## src/rtl/fp_pkg.sv

```systemverilog
`default_nettype none
// ============================================================================
// Module   : fp_pkg
// Brief    : Shared floating-point constants, flag indices, operand classes.
// Revision : 1.0 - initial release
// ============================================================================
package fp_pkg;

  localparam int FP_EXP_W = 8;
  localparam int FP_MAN_W = 23;

  localparam int FLG_INV = 3;
  localparam int FLG_OVF = 2;
  localparam int FLG_UNF = 1;
  localparam int FLG_INX = 0;

  typedef enum logic [1:0] {
    ZERO = 2'd0,
    NORM = 2'd1,
    INF  = 2'd2,
    NAN  = 2'd3
  } fp_class_e;

  function automatic int fp_bias(input int exp_w);
    return (1 << (exp_w - 1)) - 1;
  endfunction

  // {0, all-ones exponent, 1, zeros}; callers slice to their word width.
  function automatic logic [127:0] fp_qnan(input int exp_w, input int man_w);
    logic [127:0] ones;
    ones = (128'd1 << (exp_w + 1)) - 128'd1;
    return ones << (man_w - 1);
  endfunction

  // Subnormals are flushed, so any zero exponent classifies as ZERO.
  function automatic fp_class_e fp_classify(input logic exp_zero,
                                            input logic exp_ones,
                                            input logic frac_nz);
    if (exp_zero) return ZERO;
    if (exp_ones) return frac_nz ? NAN : INF;
    return NORM;
  endfunction

endpackage
`default_nettype wire

```

## src/rtl/fp_round_rne.sv

```systemverilog
`default_nettype none
// ============================================================================
// Module   : fp_round_rne
// Brief    : Combinational normalise-by-one plus round-to-nearest-even.
// Revision : 1.0 - initial release
// ============================================================================
module fp_round_rne
  import fp_pkg::*;
#(
  parameter int EXP_W = FP_EXP_W,
  parameter int MAN_W = FP_MAN_W
) (
  input  logic [2*MAN_W+1:0]      prod,
  input  logic signed [EXP_W+1:0] exp_in,
  output logic [MAN_W-1:0]        frac,
  output logic signed [EXP_W+1:0] exp_out,
  output logic                    inexact
);

  localparam logic signed [EXP_W+1:0] C_ONE = 1;

  logic [2*MAN_W+1:0]      w_norm;
  logic [MAN_W:0]          w_mant;
  logic [MAN_W+1:0]        w_mant_r;
  logic signed [EXP_W+1:0] w_exp_n;
  logic                    w_guard;
  logic                    w_sticky;
  logic                    w_round_up;

  always_comb begin
    // Left-align so the hidden bit always sits at the top of the word.
    w_norm     = prod[2*MAN_W+1] ? prod : {prod[2*MAN_W:0], 1'b0};
    w_exp_n    = prod[2*MAN_W+1] ? exp_in + C_ONE : exp_in;
    w_mant     = w_norm[2*MAN_W+1:MAN_W+1];
    w_guard    = w_norm[MAN_W];
    w_sticky   = |w_norm[MAN_W-1:0];
    w_round_up = w_guard & (w_sticky | w_mant[0]);
    w_mant_r   = {1'b0, w_mant} + {{(MAN_W+1){1'b0}}, w_round_up};
    if (w_mant_r[MAN_W+1]) begin
      frac    = w_mant_r[MAN_W:1];
      exp_out = w_exp_n + C_ONE;
    end else begin
      frac    = w_mant_r[MAN_W-1:0];
      exp_out = w_exp_n;
    end
    inexact = w_guard | w_sticky;
  end

endmodule
`default_nettype wire

```

## src/rtl/fp_mult_pipe.sv

```systemverilog
`default_nettype none
// ============================================================================
// Module   : fp_mult_pipe
// Brief    : 3-stage valid/ready FP multiplier with RNE and exception flags.
//            Optional sideband tag enabled by FP_MULT_TAG_EN.
// Revision : 1.0 - initial release
// ============================================================================
module fp_mult_pipe
  import fp_pkg::*;
#(
  parameter int EXP_W = FP_EXP_W,
  parameter int MAN_W = FP_MAN_W
`ifdef FP_MULT_TAG_EN
  , parameter int TAG_W = 4
`endif
) (
  input  logic                   clk,
  input  logic                   rst_n,
  input  logic                   in_valid,
  output logic                   in_ready,
  input  logic [EXP_W+MAN_W:0]   a,
  input  logic [EXP_W+MAN_W:0]   b,
  output logic                   out_valid,
  input  logic                   out_ready,
  output logic [EXP_W+MAN_W:0]   prod,
  output logic [3:0]             flags
`ifdef FP_MULT_TAG_EN
  , input  logic [TAG_W-1:0]     in_tag,
  output logic [TAG_W-1:0]       out_tag
`endif
);

  localparam int W  = 1 + EXP_W + MAN_W;
  localparam int PW = 2 * MAN_W + 2;
  localparam int EW = EXP_W + 2;

  localparam logic signed [EW-1:0] C_BIAS     = EW'(fp_bias(EXP_W));
  localparam logic signed [EW-1:0] C_EXP_MAX  = EW'((1 << EXP_W) - 1);
  localparam logic signed [EW-1:0] C_EXP_ZERO = '0;
  localparam logic [W-1:0]         C_QNAN     = W'(fp_qnan(EXP_W, MAN_W));

  logic w_adv;
  assign w_adv    = !out_valid | out_ready;
  assign in_ready = w_adv;

  // ---------------- S1: unpack / classify / multiply ----------------
  logic [EXP_W-1:0]  w_ea, w_eb;
  logic [MAN_W-1:0]  w_fa, w_fb;
  fp_class_e         w_cls_a, w_cls_b;
  logic              w_s1_nan, w_s1_inf, w_s1_zero;
  logic [PW-1:0]     w_s1_prod;
  logic signed [EW-1:0] w_s1_exp;

  always_comb begin
    w_ea      = a[W-2:MAN_W];
    w_eb      = b[W-2:MAN_W];
    w_fa      = a[MAN_W-1:0];
    w_fb      = b[MAN_W-1:0];
    w_cls_a   = fp_classify(w_ea == '0, &w_ea, |w_fa);
    w_cls_b   = fp_classify(w_eb == '0, &w_eb, |w_fb);
    w_s1_nan  = (w_cls_a == NAN) | (w_cls_b == NAN) |
                ((w_cls_a == INF) & (w_cls_b == ZERO)) |
                ((w_cls_a == ZERO) & (w_cls_b == INF));
    w_s1_inf  = (w_cls_a == INF) | (w_cls_b == INF);
    w_s1_zero = (w_cls_a == ZERO) | (w_cls_b == ZERO);
    w_s1_prod = {{(MAN_W+1){1'b0}}, |w_ea, w_fa} *
                {{(MAN_W+1){1'b0}}, |w_eb, w_fb};
    w_s1_exp  = $signed({2'b00, w_ea}) + $signed({2'b00, w_eb}) - C_BIAS;
  end

  logic                 r_v1, r_sign1, r_nan1, r_inf1, r_zero1;
  logic [PW-1:0]        r_prod1;
  logic signed [EW-1:0] r_exp1;

  always_ff @(posedge clk or negedge rst_n) begin
    if (!rst_n) begin
      r_v1    <= 1'b0;
      r_sign1 <= 1'b0;
      r_nan1  <= 1'b0;
      r_inf1  <= 1'b0;
      r_zero1 <= 1'b0;
      r_prod1 <= '0;
      r_exp1  <= '0;
    end else if (w_adv) begin
      r_v1    <= in_valid;
      r_sign1 <= a[W-1] ^ b[W-1];
      r_nan1  <= w_s1_nan;
      r_inf1  <= w_s1_inf;
      r_zero1 <= w_s1_zero;
      r_prod1 <= w_s1_prod;
      r_exp1  <= w_s1_exp;
    end
  end

  // ---------------- S2: normalise / round ----------------
  logic [MAN_W-1:0]     w_rnd_frac;
  logic signed [EW-1:0] w_rnd_exp;
  logic                 w_rnd_inx;

  fp_round_rne #(
    .EXP_W (EXP_W),
    .MAN_W (MAN_W)
  ) u_round (
    .prod    (r_prod1),
    .exp_in  (r_exp1),
    .frac    (w_rnd_frac),
    .exp_out (w_rnd_exp),
    .inexact (w_rnd_inx)
  );

  logic                 r_v2, r_sign2, r_nan2, r_inf2, r_zero2, r_inx2;
  logic [MAN_W-1:0]     r_frac2;
  logic signed [EW-1:0] r_exp2;

  always_ff @(posedge clk or negedge rst_n) begin
    if (!rst_n) begin
      r_v2    <= 1'b0;
      r_sign2 <= 1'b0;
      r_nan2  <= 1'b0;
      r_inf2  <= 1'b0;
      r_zero2 <= 1'b0;
      r_inx2  <= 1'b0;
      r_frac2 <= '0;
      r_exp2  <= '0;
    end else if (w_adv) begin
      r_v2    <= r_v1;
      r_sign2 <= r_sign1;
      r_nan2  <= r_nan1;
      r_inf2  <= r_inf1;
      r_zero2 <= r_zero1;
      r_inx2  <= w_rnd_inx;
      r_frac2 <= w_rnd_frac;
      r_exp2  <= w_rnd_exp;
    end
  end

  // ---------------- S3: special-case priority / pack ----------------
  logic [W-1:0] w_pack;
  logic [3:0]   w_flags;

  always_comb begin
    w_pack  = '0;
    w_flags = '0;
    if (r_nan2) begin
      w_pack           = C_QNAN;
      w_flags[FLG_INV] = 1'b1;
    end else if (r_inf2) begin
      w_pack = {r_sign2, {EXP_W{1'b1}}, {MAN_W{1'b0}}};
    end else if (r_zero2) begin
      w_pack = {r_sign2, {(W-1){1'b0}}};
    end else if (r_exp2 >= C_EXP_MAX) begin
      w_pack           = {r_sign2, {EXP_W{1'b1}}, {MAN_W{1'b0}}};
      w_flags[FLG_OVF] = 1'b1;
      w_flags[FLG_INX] = 1'b1;
    end else if (r_exp2 <= C_EXP_ZERO) begin
      w_pack           = {r_sign2, {(W-1){1'b0}}};
      w_flags[FLG_UNF] = 1'b1;
      w_flags[FLG_INX] = 1'b1;
    end else begin
      w_pack           = {r_sign2, r_exp2[EXP_W-1:0], r_frac2};
      w_flags[FLG_INX] = r_inx2;
    end
  end

  always_ff @(posedge clk or negedge rst_n) begin
    if (!rst_n) begin
      out_valid <= 1'b0;
      prod      <= '0;
      flags     <= '0;
    end else if (w_adv) begin
      out_valid <= r_v2;
      prod      <= w_pack;
      flags     <= w_flags;
    end
  end

`ifdef FP_MULT_TAG_EN
  logic [TAG_W-1:0] r_tag1, r_tag2;

  always_ff @(posedge clk or negedge rst_n) begin
    if (!rst_n) begin
      r_tag1  <= '0;
      r_tag2  <= '0;
      out_tag <= '0;
    end else if (w_adv) begin
      r_tag1  <= in_tag;
      r_tag2  <= r_tag1;
      out_tag <= r_tag2;
    end
  end
`endif

endmodule
`default_nettype wire

```

## config.mk

```make
export PLATFORM = sky130hd
export DESIGN_NAME = fp_mult_pipe
export DESIGN_NICKNAME = d
export VERILOG_FILES = /design/src/rtl/fp_pkg.sv /design/src/rtl/fp_round_rne.sv /design/src/rtl/fp_mult_pipe.sv
export SDC_FILE = /design/constraint.sdc
export NUM_CORES = 2
export LEC_CHECK = 0
export ABC_AREA = 0
export CAP_MARGIN = 25
export CORE_ASPECT_RATIO = 0.75
export CORE_MARGIN = 2
export CORE_UTILIZATION = 35
export DETAILED_ROUTE_END_ITERATION = 8
export DONT_BUFFER_PORTS = 1
export PLACE_DENSITY_LB_ADDON = 0.12
export SLEW_MARGIN = 30
export SYNTH_ARGS = -nofsm -noshare
export SYNTH_HDL_FRONTEND = slang
export SYNTH_HIERARCHICAL = 1
export SYNTH_SLANG_ARGS = --single-unit
export TNS_END_PERCENT = 5
```

## constraint.sdc

```tcl
create_clock -name clk -period 3.92 [get_ports clk]
set_input_delay 0.588 -clock clk [delete_from_list [all_inputs] [get_ports clk]]
set_output_delay 0.588 -clock clk [all_outputs]
set_load 0.1 [all_outputs]
```

==> summary.txt <==
Job
  • Max cap viols: 0

Worst setup path
  • Setup crit start kind: input port
  • Worst-path fanout max: 25
  • Crit Path Category: input port to register
  • Worst R2R Path Depth: 10
  • Worst path arrival time: 6.65 ns
  • Reg2Reg Capture Point: r_frac2[14]
  • Setup slack, reg-to-reg: 0.60 ns
  • CP endpoint kind: register
  • R2R Path Start: r_prod1[47]
  • Worst Path Required: 4.27 ns

GRT
  • Met3 Use GR: 3.411%
  • Initial antenna violation count: 1
  • GRT busiest layer: met2
  • Remaining global-route overflow: 0
  • Vias in the first global route: 21610
  • M2 GR Usage: 32.02%
  • Largest net degree at the start of global routing: 140
  • Met1 Use GR: 29.89%
  • Total GRT Usage: 20.40%
  • First-pass GRT wire length: 124.7 mm

Synth
  • Largest cells by area after synthesis: fa_1 36%, dfrtp_1 13%, ha_1 9.1%
  • Share of the synthesized area in the top cell type: 36.46%
  • Simple-gate share of the synthesized area: 19.46%
  • Synth Area in Compound Gates: 7.818%
  • Syn_nets: 3771
  • Synth Area in Adders: 45.52%
  • Synth warnings: 6
  • Post-synthesis register bit count: 139
  • Post-Synth XOR/XNOR Area: 2.939%
  • Proportion of synthesized area in mux cells: 0.9153%
  • Area leader, netlist: fa_1
  • Synthesized area per cell: 8.758 um2
  • Synth cell types: 83
  • Cell Area, Synth: 26520 um2
  • Async S/R FF share, synth: 100.0%
  • Largest family of logic cells by synthesized area: adder cells
  • Synthesized instance count: 3028
  • Sequential fraction of the synthesis area: 13.12%
  • Number of synthesized flops with an enable pin: 0
  • Main synth FF type: dfrtp_1

Status
  • Failing checks: setup timing
  • Outcome: complete, but fails checks

STA
  • Final hold violation count: 0
  • Max Freq: 0.1587 GHz
  • Worst setup margin: -2.382 ns
  • RSZ-0062 raised after global routing: yes
  • Period utilisation layout: 160.8%
  • Relative slew slack: 35.79%
  • # setup viols final: 40
  • Slew Limit Fails: 0
  • Worst-Margin Slew: 0.9558 ns
  • Period minus WS final: 6.302 ns
  • Clock skew: 0.01275 ns

Clock network
  • Clock sinks: 139
  • H-tree Lvls: 4
  • Clk_lat worst skew: 0.43 ns
  • CTS tree: yes
  • Clock-pin slew on the worst setup and hold paths: 0.07 ns
  • Num CTS Buffers: 17
  • CTS Root Cell: clkbuf_16
  • Max clock buf depth: 2

Placement
  • Placed cell area: 28410 um2
  • Pre-CTS setup slack: -2.890 ns
  • Post-Place Cells: 4003
  • Routability congestion estimate: 0.8380
  • DP Wirelength: 59.47 mm
  • Buffers on Ports: 0

Drt
  • Drt pass-1 iters: 5
  • Antenna viol nets, final: 0
  • Initial drt markers: 1016
  • DRC Markers: 0
  • DR WL/cell: 19.14 um
  • Routed WL: 77.35 mm
  • Vias/cell: 5.011
  • Via count: 20250

Die
  • Die area: 78010 um2
  • Die Span X: 321.9 um
  • Initial Util: 35.31%
  • # IOs: 106
  • Height of the die: 242.4 um
  • Num rows: 87
  • Area of the core: 75110 um2

Cells and area
  • Fin cells: 4041
  • Nets@finish: 3790
  • Layout cells sized above 1: 10.79%
  • Final Cell Area: 29610 um2
  • Filler cells: 7664
  • Syn-to-layout area delta: 11.63%

Min path
  • Hold crit path type: input port to async pin
[kinds of logic (layout without fill, tap and decap cells)]
logic type / after synthesis / after routing
buffers and inverters: 713 / 744
xor gates and xnor gates: 89 / 89
DFF: 139 / 139
muxes: 24 / 24
and+or+nand+nor: 1080 / 1080
AOI/OAI and AO/OA: 308 / 308
adders and majority gates: 675 / 675
other: 0 / 3
[registers in the layout, indices dropped and copies added (netlist names)]
| register | count |
|---|---|
| flags | 4 |
| out_valid | 1 |
| prod | 32 |
| r_exp1 | 10 |
| r_exp2 | 10 |
| r_frac2 | 23 |
| r_inf1 | 1 |
| r_inf2 | 1 |
| r_inx2 | 1 |
| r_nan1 | 1 |
| r_nan2 | 1 |
| r_prod1 | 48 |
| r_sign1 | 1 |
| r_sign2 | 1 |
| r_v1 | 1 |
| r_v2 | 1 |
| r_zero1 | 1 |
| r_zero2 | 1 |
[stage by stage]
stage / setup TNS, ns / util [%] / hold WS [ns]
6_report: -69.74 / 39.42 / 0.09342
5_1_grt: -77.44 / 39.41 / 0.1455
4_1_cts: -69.66 / 39.18 / 0.1534
3_5_place_dp: -93.46 / 37.82 / 0.2955
3_3_place_gp: -92.97 / 37.82 / 0.2970
2_1_floorplan: -83.17 / - / 0.2924
[per-layer routing]
metal | vias up | wire length [um] | part of all wire [%]
met3 | 56 | 4043 | 5.2
met2 | 404 | 35220 | 46
met1 | 10480 | 37040 | 48
met4 | 0 | 1052 | 1.4
li1 | 9311 | - | -
met5 | - | 0 | 0
[timing repair]
item | in CTS | in global routing
buffers inserted | 0 | 3
endpoints found under the hold margin | 139 | 0
pin swaps | 28 | 17
endpoints found under the setup margin | 40 | 41
resized for setup | 75 | 34
hold buffers | 1 | 0
cloned | 0 | 0
[synthesized netlist by cell type, types with 3 or more instances]
cell	number
o21ai_0	52
a21oi_1	110
buf_2	9
xnor2_1	60
o22ai_1	4
mux2i_1	22
nand2b_1	7
nand3b_1	5
xor2_1	29
o31ai_1	5
nor2b_1	12
o21ai_1	7
nand3_1	31
nor3_1	19
o211ai_2	3
or3_1	5
a211oi_2	4
nor4_1	22
a22o_1	23
nor4b_1	5
dfrtp_1	139
a31oi_1	6
a21boi_0	6
o21bai_1	15
buf_1	5
clkbuf_1	146
nand2_1	576
and4_1	3
a21o_1	17
inv_1	547
o21a_1	11
a211oi_1	7
and2_1	241
o211ai_1	7
fa_1	483
buf_6	3
a21oi_2	4
nand4_1	32
ha_1	192
nor2_1	95
and3_1	3
[cell type report]
class	instances	area (um2)	area share (%)
inverters	548	2062	6.965
clock inverters	14	161.4	0.5452
repair buffers	165	1287	4.349
flip-flops and latches	139	3480	11.75
clock buffers	17	425.4	1.437
well taps	979	1225	4.137
diodes	3	7.507	0.02536
multi-input cells	2176	20960	70.79
[cell usage in the layout, fill, tap and decap left out, types with 7 or more instances in the layout]
| cell | count |
|---|---|
| nor3_1 | 15 |
| xor2_1 | 25 |
| inv_1 | 545 |
| nand3_1 | 30 |
| ha_4 | 14 |
| o21a_1 | 11 |
| nor2_1 | 91 |
| ha_1 | 175 |
| mux2i_1 | 21 |
| a21o_1 | 17 |
| nand2_1 | 570 |
| nor2b_1 | 9 |
| o211ai_1 | 7 |
| a22o_1 | 23 |
| dfrtp_1 | 138 |
| and2_1 | 240 |
| o21ai_1 | 11 |
| o21bai_1 | 14 |
| xnor2_1 | 54 |
| buf_4 | 161 |
| nand4_1 | 32 |
| o21ai_0 | 43 |
| clkbuf_16 | 17 |
| a21oi_2 | 21 |
| nor4_1 | 18 |
| fa_1 | 480 |
| a21oi_1 | 89 |
[worst max-delay path, cell delays in order]
cell,delay [ns]
and2_1,0.16
fa_1,0.53
inv_1,0.05
fa_1,0.51
fa_1,0.56
inv_1,0.06
fa_1,0.47
fa_1,0.55
inv_1,0.05
fa_1,0.46
fa_1,0.56
inv_1,0.06
ha_1,0.31
buf_4,0.13
nand2_1,0.07
o21a_1,0.21
o22ai_2,0.21
a2111oi_4,0.09
o31ai_4,0.38
a21oi_2,0.10
or3_1,0.37
a31oi_1,0.15
[how the worst max path moves through the flow]
stage | startpoint | to | slack, ns | cells past startpoint
floorplan | a[28] | r_prod1[46] | -2.68 | 25
global placement | a[25] | r_prod1[46] | -2.86 | 23
detailed placement | a[28] | r_prod1[38] | -2.89 | 23
CTS | a[25] | r_prod1[46] | -2.40 | 23
global route | a[23] | r_prod1[46] | -2.58 | 23
finish | b[0] | r_prod1[46] | -2.38 | 22
Power is not shown: default switching activity piles up to over one toggle a cycle in this logic, so the estimate is an artifact.
